File: config.mk
export PLATFORM = sky130hd
export DESIGN_NAME = stage_sequencer_flat
export DESIGN_NICKNAME = d
export VERILOG_FILES = /design/src/rtl/game_pkg.sv /design/src/rtl/stage_sequencer_if.sv /design/src/rtl/key_edge.sv /design/src/rtl/stage_sequencer.sv /design/src/flat_wrapper.sv
export SDC_FILE = /design/constraint.sdc
export NUM_CORES = 1
export LEC_CHECK = 0
export ABC_CLOCK_PERIOD_IN_PS = 2700
export CAP_MARGIN = 25
export CORE_MARGIN = 4
export CORE_UTILIZATION = 50
export CTS_CLUSTER_SIZE = 8
export DETAILED_ROUTE_END_ITERATION = 6
export PLACE_DENSITY = 0.72
export SLEW_MARGIN = 20
export SYNTH_ARGS = -nofsm -noshare
export SYNTH_HDL_FRONTEND = slang
export SYNTH_HIERARCHICAL = 1
export SYNTH_SLANG_ARGS = --single-unit
File: constraint.sdc
create_clock -name clk -period 2.7 [get_ports clk]
set_input_delay 0.54 -clock clk [delete_from_list [all_inputs] [get_ports clk]]
set_output_delay 0.54 -clock clk [all_outputs]
set_load 0.01 [all_outputs]
File: src/rtl/game_pkg.sv
// Shared game-flow types: stage codes, sequencer states, level-range helper.
// Consumed by stage_sequencer and the blocks that decode its stage output.
package game_pkg;

  localparam logic [3:0] STAGE_TITLE = 4'h0;
  localparam logic [3:0] STAGE_WIN   = 4'hE;
  localparam logic [3:0] STAGE_OVER  = 4'hF;

  typedef enum logic [1:0] {
    IDLE = 2'd0,
    PLAY = 2'd1,
    HOLD = 2'd2
  } seq_state_e;

  function automatic logic is_level(
    input logic [3:0] s,
    input logic [3:0] last
  );
    return (s != STAGE_TITLE) && (s <= last);
  endfunction

endpackage

File: src/rtl/stage_sequencer_if.sv
// Key/lives/clear inputs and stage outputs of the game-flow sequencer.
// master drives the player-side inputs; slave is the sequencer itself.
interface stage_sequencer_if;

  logic       ENTER_signal;
  logic       P_signal;
  logic [3:0] lives;
  logic       stage_clear;
  logic [3:0] stage;
  logic       stage_start;
  logic       holding;
  logic       paused;

  modport master (
    output ENTER_signal, P_signal, lives, stage_clear,
    input  stage, stage_start, holding, paused
  );

  modport slave (
    input  ENTER_signal, P_signal, lives, stage_clear,
    output stage, stage_start, holding, paused
  );

endinterface

File: src/rtl/key_edge.sv
// 1-bit rising-edge detector, sync active-low reset.
// Previous level resets to 1 so a key held through reset gives no edge.
module key_edge (
  input  logic clk,
  input  logic rst,
  input  logic key_i,
  output logic rise_o
);

  logic prev_q;

  always_ff @(posedge clk) begin
    if (!rst) prev_q <= 1'b1;
    else      prev_q <= key_i;
  end

  assign rise_o = key_i & ~prev_q;

endmodule

File: src/rtl/stage_sequencer.sv
// Title -> levels -> win/over sequencer with timed hold between screens.
// Define PAUSE_EN to enable P-key pause toggling during PLAY.
module stage_sequencer
  import game_pkg::*;
#(
  parameter int               TIMER_W     = 24,
  parameter logic [3:0]       LAST_STAGE  = 4'd3,
  parameter logic [TIMER_W-1:0] HOLD_CYCLES = TIMER_W'(200)
) (
  input  logic              clk,
  input  logic              rst,
  stage_sequencer_if.slave  bus
);

  seq_state_e         state_q, state_d;
  logic [3:0]         stage_q, stage_d;
  logic [3:0]         target_q, target_d;
  logic [TIMER_W-1:0] cnt_q, cnt_d;
  logic               start_q, start_d;
  logic               armed_q, armed_d;
  logic               enter_rise;
  logic               play_go;

  key_edge u_enter (
    .clk    (clk),
    .rst    (rst),
    .key_i  (bus.ENTER_signal),
    .rise_o (enter_rise)
  );

`ifdef PAUSE_EN
  logic p_rise;
  logic paused_q, paused_d;

  key_edge u_p (
    .clk    (clk),
    .rst    (rst),
    .key_i  (bus.P_signal),
    .rise_o (p_rise)
  );

  always_ff @(posedge clk) begin
    if (!rst) paused_q <= 1'b0;
    else      paused_q <= paused_d;
  end

  // A P edge wins over any PLAY trigger in the same cycle
  always_comb begin
    paused_d = 1'b0;
    play_go  = 1'b1;
    if (state_q == PLAY) begin
      paused_d = p_rise ? ~paused_q : paused_q;
      play_go  = !p_rise && !paused_q;
    end
  end

  assign bus.paused = paused_q;
`else
  logic p_unused;
  assign p_unused   = bus.P_signal;
  assign play_go    = 1'b1;
  assign bus.paused = 1'b0;
`endif

  always_ff @(posedge clk) begin
    if (!rst) begin
      state_q  <= IDLE;
      stage_q  <= STAGE_TITLE;
      target_q <= STAGE_TITLE;
      cnt_q    <= '0;
      start_q  <= 1'b0;
      armed_q  <= 1'b0;
    end else begin
      state_q  <= state_d;
      stage_q  <= stage_d;
      target_q <= target_d;
      cnt_q    <= cnt_d;
      start_q  <= start_d;
      armed_q  <= armed_d;
    end
  end

  always_comb begin
    state_d  = state_q;
    stage_d  = stage_q;
    target_d = target_q;
    cnt_d    = cnt_q;
    start_d  = 1'b0;
    armed_d  = armed_q | ~bus.stage_clear;
    unique case (state_q)
      IDLE: begin
        if (enter_rise) begin
          if (stage_q == STAGE_TITLE) begin
            stage_d = 4'd1;
            state_d = PLAY;
            start_d = 1'b1;
            armed_d = 1'b0;
          end else begin
            stage_d = STAGE_TITLE;
          end
        end
      end
      PLAY: begin
        if (play_go) begin
          if (bus.lives == 4'd0) begin
            target_d = STAGE_OVER;
            cnt_d    = '0;
            state_d  = HOLD;
          end else if (bus.stage_clear && armed_q) begin
            target_d = (stage_q == LAST_STAGE) ? STAGE_WIN
                                               : stage_q + 4'd1;
            cnt_d    = '0;
            state_d  = HOLD;
          end
        end
      end
      HOLD: begin
        if (cnt_q == HOLD_CYCLES - 1'b1) begin
          cnt_d   = '0;
          stage_d = target_q;
          if (is_level(target_q, LAST_STAGE)) begin
            state_d = PLAY;
            start_d = 1'b1;
            armed_d = 1'b0;
          end else begin
            state_d = IDLE;
          end
        end else begin
          cnt_d = cnt_q + 1'b1;
        end
      end
      default: state_d = IDLE;
    endcase
  end

  assign bus.stage       = stage_q;
  assign bus.stage_start = start_q;
  assign bus.holding     = (state_q == HOLD);

endmodule
File: src/flat_wrapper.sv
// flat-port wrapper written by rule: the top's interface ports become plain ports
module stage_sequencer_flat import game_pkg::*;
#(
  parameter int               TIMER_W     = 24,
  parameter logic [3:0]       LAST_STAGE  = 4'd3,
  parameter logic [TIMER_W-1:0] HOLD_CYCLES = TIMER_W'(200)
)
  (clk, rst, bus_ENTER_signal, bus_P_signal, bus_lives, bus_stage_clear, bus_stage, bus_stage_start, bus_holding, bus_paused);
  stage_sequencer_if bus_i ();
  input  logic clk;
  input  logic rst;
  input wire logic [$bits(bus_i.ENTER_signal)-1:0] bus_ENTER_signal;
  input wire logic [$bits(bus_i.P_signal)-1:0] bus_P_signal;
  input wire logic [$bits(bus_i.lives)-1:0] bus_lives;
  input wire logic [$bits(bus_i.stage_clear)-1:0] bus_stage_clear;
  output wire logic [$bits(bus_i.stage)-1:0] bus_stage;
  output wire logic [$bits(bus_i.stage_start)-1:0] bus_stage_start;
  output wire logic [$bits(bus_i.holding)-1:0] bus_holding;
  output wire logic [$bits(bus_i.paused)-1:0] bus_paused;
  assign bus_i.ENTER_signal = bus_ENTER_signal;
  assign bus_i.P_signal = bus_P_signal;
  assign bus_i.lives = bus_lives;
  assign bus_i.stage_clear = bus_stage_clear;
  assign bus_stage = bus_i.stage;
  assign bus_stage_start = bus_i.stage_start;
  assign bus_holding = bus_i.holding;
  assign bus_paused = bus_i.paused;
  stage_sequencer #(.TIMER_W(TIMER_W), .LAST_STAGE(LAST_STAGE), .HOLD_CYCLES(HOLD_CYCLES)) u_core (.clk(clk), .rst(rst), .bus(bus_i));
endmodule
Word-level counts from Yosys, hierarchy flattened:

Index checks and enable logic that the tools add are counted.

* flip-flop bits (word level): 37
* input bits: 9

* add/subtract/negate cells: 2
* order comparisons: 1
* equal/unequal tests: 8
* multiplexer cells: 28
* bitwise logic cells: 4
* reductions and logical operators: 13

Operators by type and width (count)
* $mux 24: 3
* $pmux 24 s2: 1
* $add 24x1->24 const B: 1
* $eq 24x8->1 const B: 1
* $mux 4: 5
* $mux 1: 10
* $mux 2: 5
* $logic_not 4->1: 2
* $pmux 4 s2: 1
* $ne 2x1->1 const B: 3
* $pmux 2 s3: 1
* $reduce_bool 2->1: 3
* $add 4x1->4 const B: 1
* $eq 4x2->1 const B: 1
* $le 4x2->1 const B: 1
* $pmux 1 s2: 2
* $reduce_and 2->1: 2
* $reduce_and 4->1: 1
* $reduce_bool 4->1: 1
* $ne 3x1->1 const B: 1
* $reduce_and 3->1: 1
* $eq 2x1->1 const B: 1
* $eq 2x2->1 const B: 1
* $logic_and 1x1->1: 2
* 4 further kinds: 5

Depth between registers and ports, before layout:

* depth in word-level cells: 5
* gate-level depth with buffers: 7
* mapped depth without buffers: 6

Hierarchy:

Netlist, hierarchy kept.

By module, submodules not included
* stage_sequencer: instances 1, cells each 225, area each 1916.8 um^2, seq. area each 720.7 um^2
* key_edge: instances 1, cells each 3, area each 40.0 um^2, seq. area each 20.0 um^2

Least setup slack after synthesis:

No wires, ideal clock.

* kind: input to register
* from: input port bus_lives[1]
* to: register u_core.cnt_q[23]
* setup time: 0.080 ns
* arrival: 1.947 ns
* path slack: 0.673 ns
* stages on the path: 5
* buffers on the path: 0
* cells stage by stage: or4_4 > a21oi_2 > o211ai_1 > or3_1 > a211oi_2

* longest elaborated chain between the ends: 3

RTL lines
* start: declaration: line flat_wrapper.sv:14 `input wire logic [$bits(bus_i.lives)-1:0] bus_lives;`
* $logic_not 4->1 (*): line stage_sequencer.sv:105 `if (bus.lives == 4'd0) begin`
* $mux 24 / $ne 3x1->1 (equally long branches)
* $pmux 24 s2 / $reduce_and 2->1 (equally long branches)
* end signal: assignment: line stage_sequencer.sv:77 `cnt_q <= cnt_d;`
* end: declaration: line stage_sequencer.sv:18 `logic [TIMER_W-1:0] cnt_q, cnt_d;`

Mark *: on every way between the ends. The rest lies on a longest branch, timed or not.
A chain may end at the register's enable or synchronous reset.

Final worst setup path:

* from: register u_core.state_q[0]
* to: output port bus_holding

* longest elaborated chain between the ends: 1

RTL lines
* start: declaration: line stage_sequencer.sv:15 `seq_state_e state_q, state_d;`
* start signal: assignment: line stage_sequencer.sv:74 `state_q <= state_d;`
* $eq 2x2->1: line stage_sequencer.sv:138 `assign bus.holding = (state_q == HOLD);`
* end: declaration: line flat_wrapper.sv:18 `output wire logic [$bits(bus_i.holding)-1:0] bus_holding;`

No other way between the ends.

==> results_tabular.tex <==
\begin{tabular}{lr}
\hline
Metric & Value \\
\hline
\multicolumn{2}{l}{\textbf{Timing}} \\
\quad Unrepaired setup endpoints after global routing & false \\
\quad Top achievable clock speed & 424.8 MHz \\
\quad Part of the cycle the worst path needs & 87.19\% \\
\quad Final Setup Violations & 0 \\
\quad TNS Setup & 0 ns \\
\quad Slew at the pin with the worst max-slew slack & between 0.6 and 0.7 ns \\
\quad Worst slew margin relative to its limit & 53.60\% \\
\quad Final hold violation count & 0 \\
\quad Final critical delay including setup and external delays & 2.354 ns \\
\quad Pins over their slew limit & 0 \\
\quad Setup clock skew after layout & 0.006877 ns \\
\multicolumn{2}{l}{\textbf{Global routing}} \\
\quad Remaining global-route overflow & 0 \\
\quad All-layer global routing usage & 17.97\% \\
\quad Largest net degree at the start of global routing & 22 \\
\quad Global-route wire length before repair & 7203 microns \\
\quad Number of antenna violations at the first check in global routing & 0 \\
\quad Via count of the first global-routing pass & 1575 \\
\multicolumn{2}{l}{\textbf{Synth}} \\
\quad Share of the synthesized area in the top cell type & 37.85\% \\
\quad Count of cell types in the netlist & 56 \\
\quad Warnings, synthesis & 6 \\
\quad Sequential share of the synthesized area & 37.85\% \\
\quad Cell area after synthesis & 0.001957 sq mm \\
\quad Post-synth EDFFs & 0 \\
\quad Dominant cells by area after synthesis & sky130\_fd\_sc\_hd\_\_dfxtp\_1 38\%, sky130\_fd\_sc\_hd\_\_a21oi\_1 4.6\%, sky130\_fd\_sc\_hd\_\_nand2\_1 3.8\% \\
\quad Average instance area after synthesis & around 8.6 sq um \\
\quad Syn nets & 240 \\
\quad Leading post-synthesis cells by instance count & 37 x sky130\_fd\_sc\_hd\_\_dfxtp\_1, 20 x sky130\_fd\_sc\_hd\_\_nand2\_1, 18 x sky130\_fd\_sc\_hd\_\_a21oi\_1 \\
\quad Commonest register cell after synthesis & sky130\_fd\_sc\_hd\_\_dfxtp\_1 \\
\quad Dominant cell by count in the synthesized netlist & sky130\_fd\_sc\_hd\_\_dfxtp\_1 \\
\quad Synth Instances & 228 \\
\quad Register bit total from synthesis & 37 \\
\quad Most area-hungry cell type in the Yosys netlist & sky130\_fd\_sc\_hd\_\_dfxtp\_1 \\
\quad Share of flip-flops with an asynchronous set or reset after synthesis & 0\% \\
\multicolumn{2}{l}{\textbf{Worst setup path}} \\
\quad Element type at the critical path start & flop \\
\quad Crit path buf inv count & 2 \\
\quad Maximum fanout count along the critical path & 11 \\
\quad Critical path's slowest cell & sky130\_fd\_sc\_hd\_\_clkdlybuf4s50\_1 \\
\quad Worst Path Class, Setup & flop to output pin \\
\quad Crit path required time & 2.16 ns \\
\quad Cell family with most CP delay & buffers and inverters \\
\quad Sequence of cells on the critical path & nand2b\_1 -> inv\_1 -> clkdlybuf4s50\_1 \\
\quad Nature of the critical path endpoint & output pin \\
\quad CP arrival & approximately 1.8 ns \\
\quad Peak per-stage delay on the critical path & $\sim$0.61 ns \\
\multicolumn{2}{l}{\textbf{Floorplan}} \\
\quad Number of top-level pins & 16 \\
\quad Die X & just over 70 microns \\
\quad Die extent in y & 70.56 microns \\
\quad Initial Utilization & between 50 and 60\% \\
\quad Standard-cell rows & 22 \\
\quad Area of the die & approximately 0.0050 sq mm \\
\quad Area of the core region & 0.003716 sq mm \\
\multicolumn{2}{l}{\textbf{Place}} \\
\quad Instance count after placement with tap cells included & 289 \\
\quad I/O Buffers & 13 \\
\quad Area of placed instances & 0.002166 sq mm \\
\quad Post-detail-place hpwl & 3065 microns \\
\quad Final estimated routing congestion in global placement & between 0.8 and 0.9 \\
\multicolumn{2}{l}{\textbf{Finish}} \\
\quad Fill cells & 337 \\
\quad Sequential cell area & 740.7 sq um \\
\quad Number of diodes & 0 \\
\quad Share of layout cells above drive strength 1 & 12.45\% \\
\quad Layout Area Growth over Synthesis & 15.09\% \\
\quad Nets & 260 \\
\quad Area used by multi-input combinational logic & 0.001145 sq mm \\
\quad Final cell count without fillers & around 300 \\
\quad Layout Utilization & between 60 and 70\% \\
\quad Final design area excluding fillers & 0.002252 sq mm \\
\multicolumn{2}{l}{\textbf{CTS}} \\
\quad Count of H-tree levels built during CTS & 2 \\
\quad Clock tree from TritonCTS & yes \\
\quad Clock insertion delay at the later pin of the skew report & 0.29 ns \\
\quad Number of hold-repair buffers added at the cts stage & 0 \\
\quad Clock root cell & sky130\_fd\_sc\_hd\_\_clkbuf\_8 \\
\quad PostCTS Resize Cnt & 0 \\
\quad Clock-pin slew on the worst setup and hold paths & 0.07 ns \\
\quad Setup Fix Bufs, Post-CTS & 0 \\
\quad Sink Count & 37 \\
\quad Number of CTS-inserted buffers & 5 \\
\quad Maximum clock insertion buffer count & 2 \\
\multicolumn{2}{l}{\textbf{Power and ir drop}} \\
\quad Leakage component of the power & approximately 0.84 nW \\
\quad Tot Pwr & 0.9959 mW \\
\quad Power density relative to cell area & 442.2 mW/mm\^{}2 \\
\quad Worst ir drop on vdd & 0.2725 mV \\
\multicolumn{2}{l}{\textbf{Route}} \\
\quad Number of antenna-violating nets in the routed design & 0 \\
\quad Average vias per placed instance & 5.808 \\
\quad Total number of vias & between 1500 and 2000 \\
\quad Wire per inst & roughly 14 microns \\
\quad DRC violation count after routing & 0 \\
\quad Routed Wire Length & approximately 4200 microns \\
\quad DR iter-0 viols & 91 \\
\quad Router iterations before antenna repair & 4 \\
\multicolumn{2}{l}{\textbf{Job}} \\
\quad Max-cap viol count & 0 \\
\multicolumn{2}{l}{\textbf{Hold path}} \\
\quad Path category of the worst min-delay check & flop to flop \\
\multicolumn{2}{l}{\textbf{Status}} \\
\quad Status & completed \\
\hline
\end{tabular}
report_power, final:
group          internal, mW  switching [mW]  total [mW]
Combinational        0.0298          0.0326      0.0624
Sequential            0.551         0.00537       0.556
Clock                 0.178           0.199       0.377
Total                 0.759           0.237       0.996
worst reg2reg max path: cells and delay by family, from the launching register on:
family                     cells  cell delay [ns]
adders and majority gates      1             0.22
and+or+nand+nor                4             1.32
DFF                            1             0.37
buffers and inverters          1             0.25
AOI/OAI and AO/OA              1             0.07
placed cells by master, fill, tap and decap left out, drive strengths merged, types with 8 or more instances in the layout:
| cell type | n |
|---|---|
| a31oi | 10 |
| nor2 | 13 |
| o21ai | 8 |
| nand2 | 21 |
| dfxtp | 37 |
| a21oi | 19 |
| inv | 8 |
| nor3 | 14 |
| clkdlybuf4s50 | 13 |
| nand3 | 13 |
| buf | 8 |
registers in the layout (all words and copies together), names as in the netlist:
register / flops
u_core/armed_q: 1
u_core/bus.stage: 4
u_core/bus.stage_start: 1
u_core/cnt_q: 24
u_core/state_q: 2
u_core/target_q: 4
u_core/u_enter/prev_q: 1
metal layers:
metal	part of all wire, %	wire (microns)	up-vias	GRT usage [%]
met3	4.1	172	7	4.403
met2	44	1847	28	27.96
li1	-	-	892	-
met1	51	2124	798	24.60
met5	0	0	-	0
met4	1.5	61	0	5.846
cell families after synthesis:
logic type / count (synthesis) / synth area share [%]
and+or+nand+nor: 103 / 32.23
AOI/OAI and AO/OA: 61 / 20.97
DFF: 37 / 37.85
buffers and inverters: 16 / 3.644
xor gates and xnor gates: 6 / 2.685
adders and majority gates: 3 / 1.918
other: 1 / 0.1916
muxes: 1 / 0.5115
through the flow:
| stage | hold WS, ns | worst slack [ns] |
|---|---|---|
| final | 0.4789 | 0.3459 |
| after global routing | 0.5240 | 0.1936 |
| after CTS | 0.4800 | 0.3272 |
| after detailed placement | 0.4635 | 0.2072 |
| after global placement | 0.4626 | 0.2323 |
| after floorplan | 0.4424 | 0.6725 |
cell type report:
| class | count | share of cell area, % |
|---|---|---|
| Tap cell | 48 | 2.667 |
| Sequential cell | 37 | 32.89 |
| Inverter | 8 | 1.333 |
| Clock inverter | 3 | 0.7778 |
| Timing Repair Buffer | 21 | 8.444 |
| Multi-Input combinational cell | 175 | 50.83 |
| Clock buffer | 5 | 3.056 |
final timing paths:
| check | start | to | slack (ns) | cells after the start |
|---|---|---|---|---|
| worst min-delay path | u_core/target_q[2]$_SDFFE_PN0P_ | u_core/bus.stage[2]$_SDFFE_PN0P_ | 0.48 | 2 |
| worst max-delay path | u_core/state_q[0]$_SDFFE_PN0P_ | bus_holding | 0.35 | 3 |
| worst min register to register | u_core/target_q[2]$_SDFFE_PN0P_ | u_core/bus.stage[2]$_SDFFE_PN0P_ | 0.48 | 2 |
| worst max register to register | u_core/cnt_q[0]$_SDFFE_PN0P_ | u_core/state_q[0]$_SDFFE_PN0P_ | 0.41 | 7 |
No activity file was read; power rests on OpenSTA's default activity.
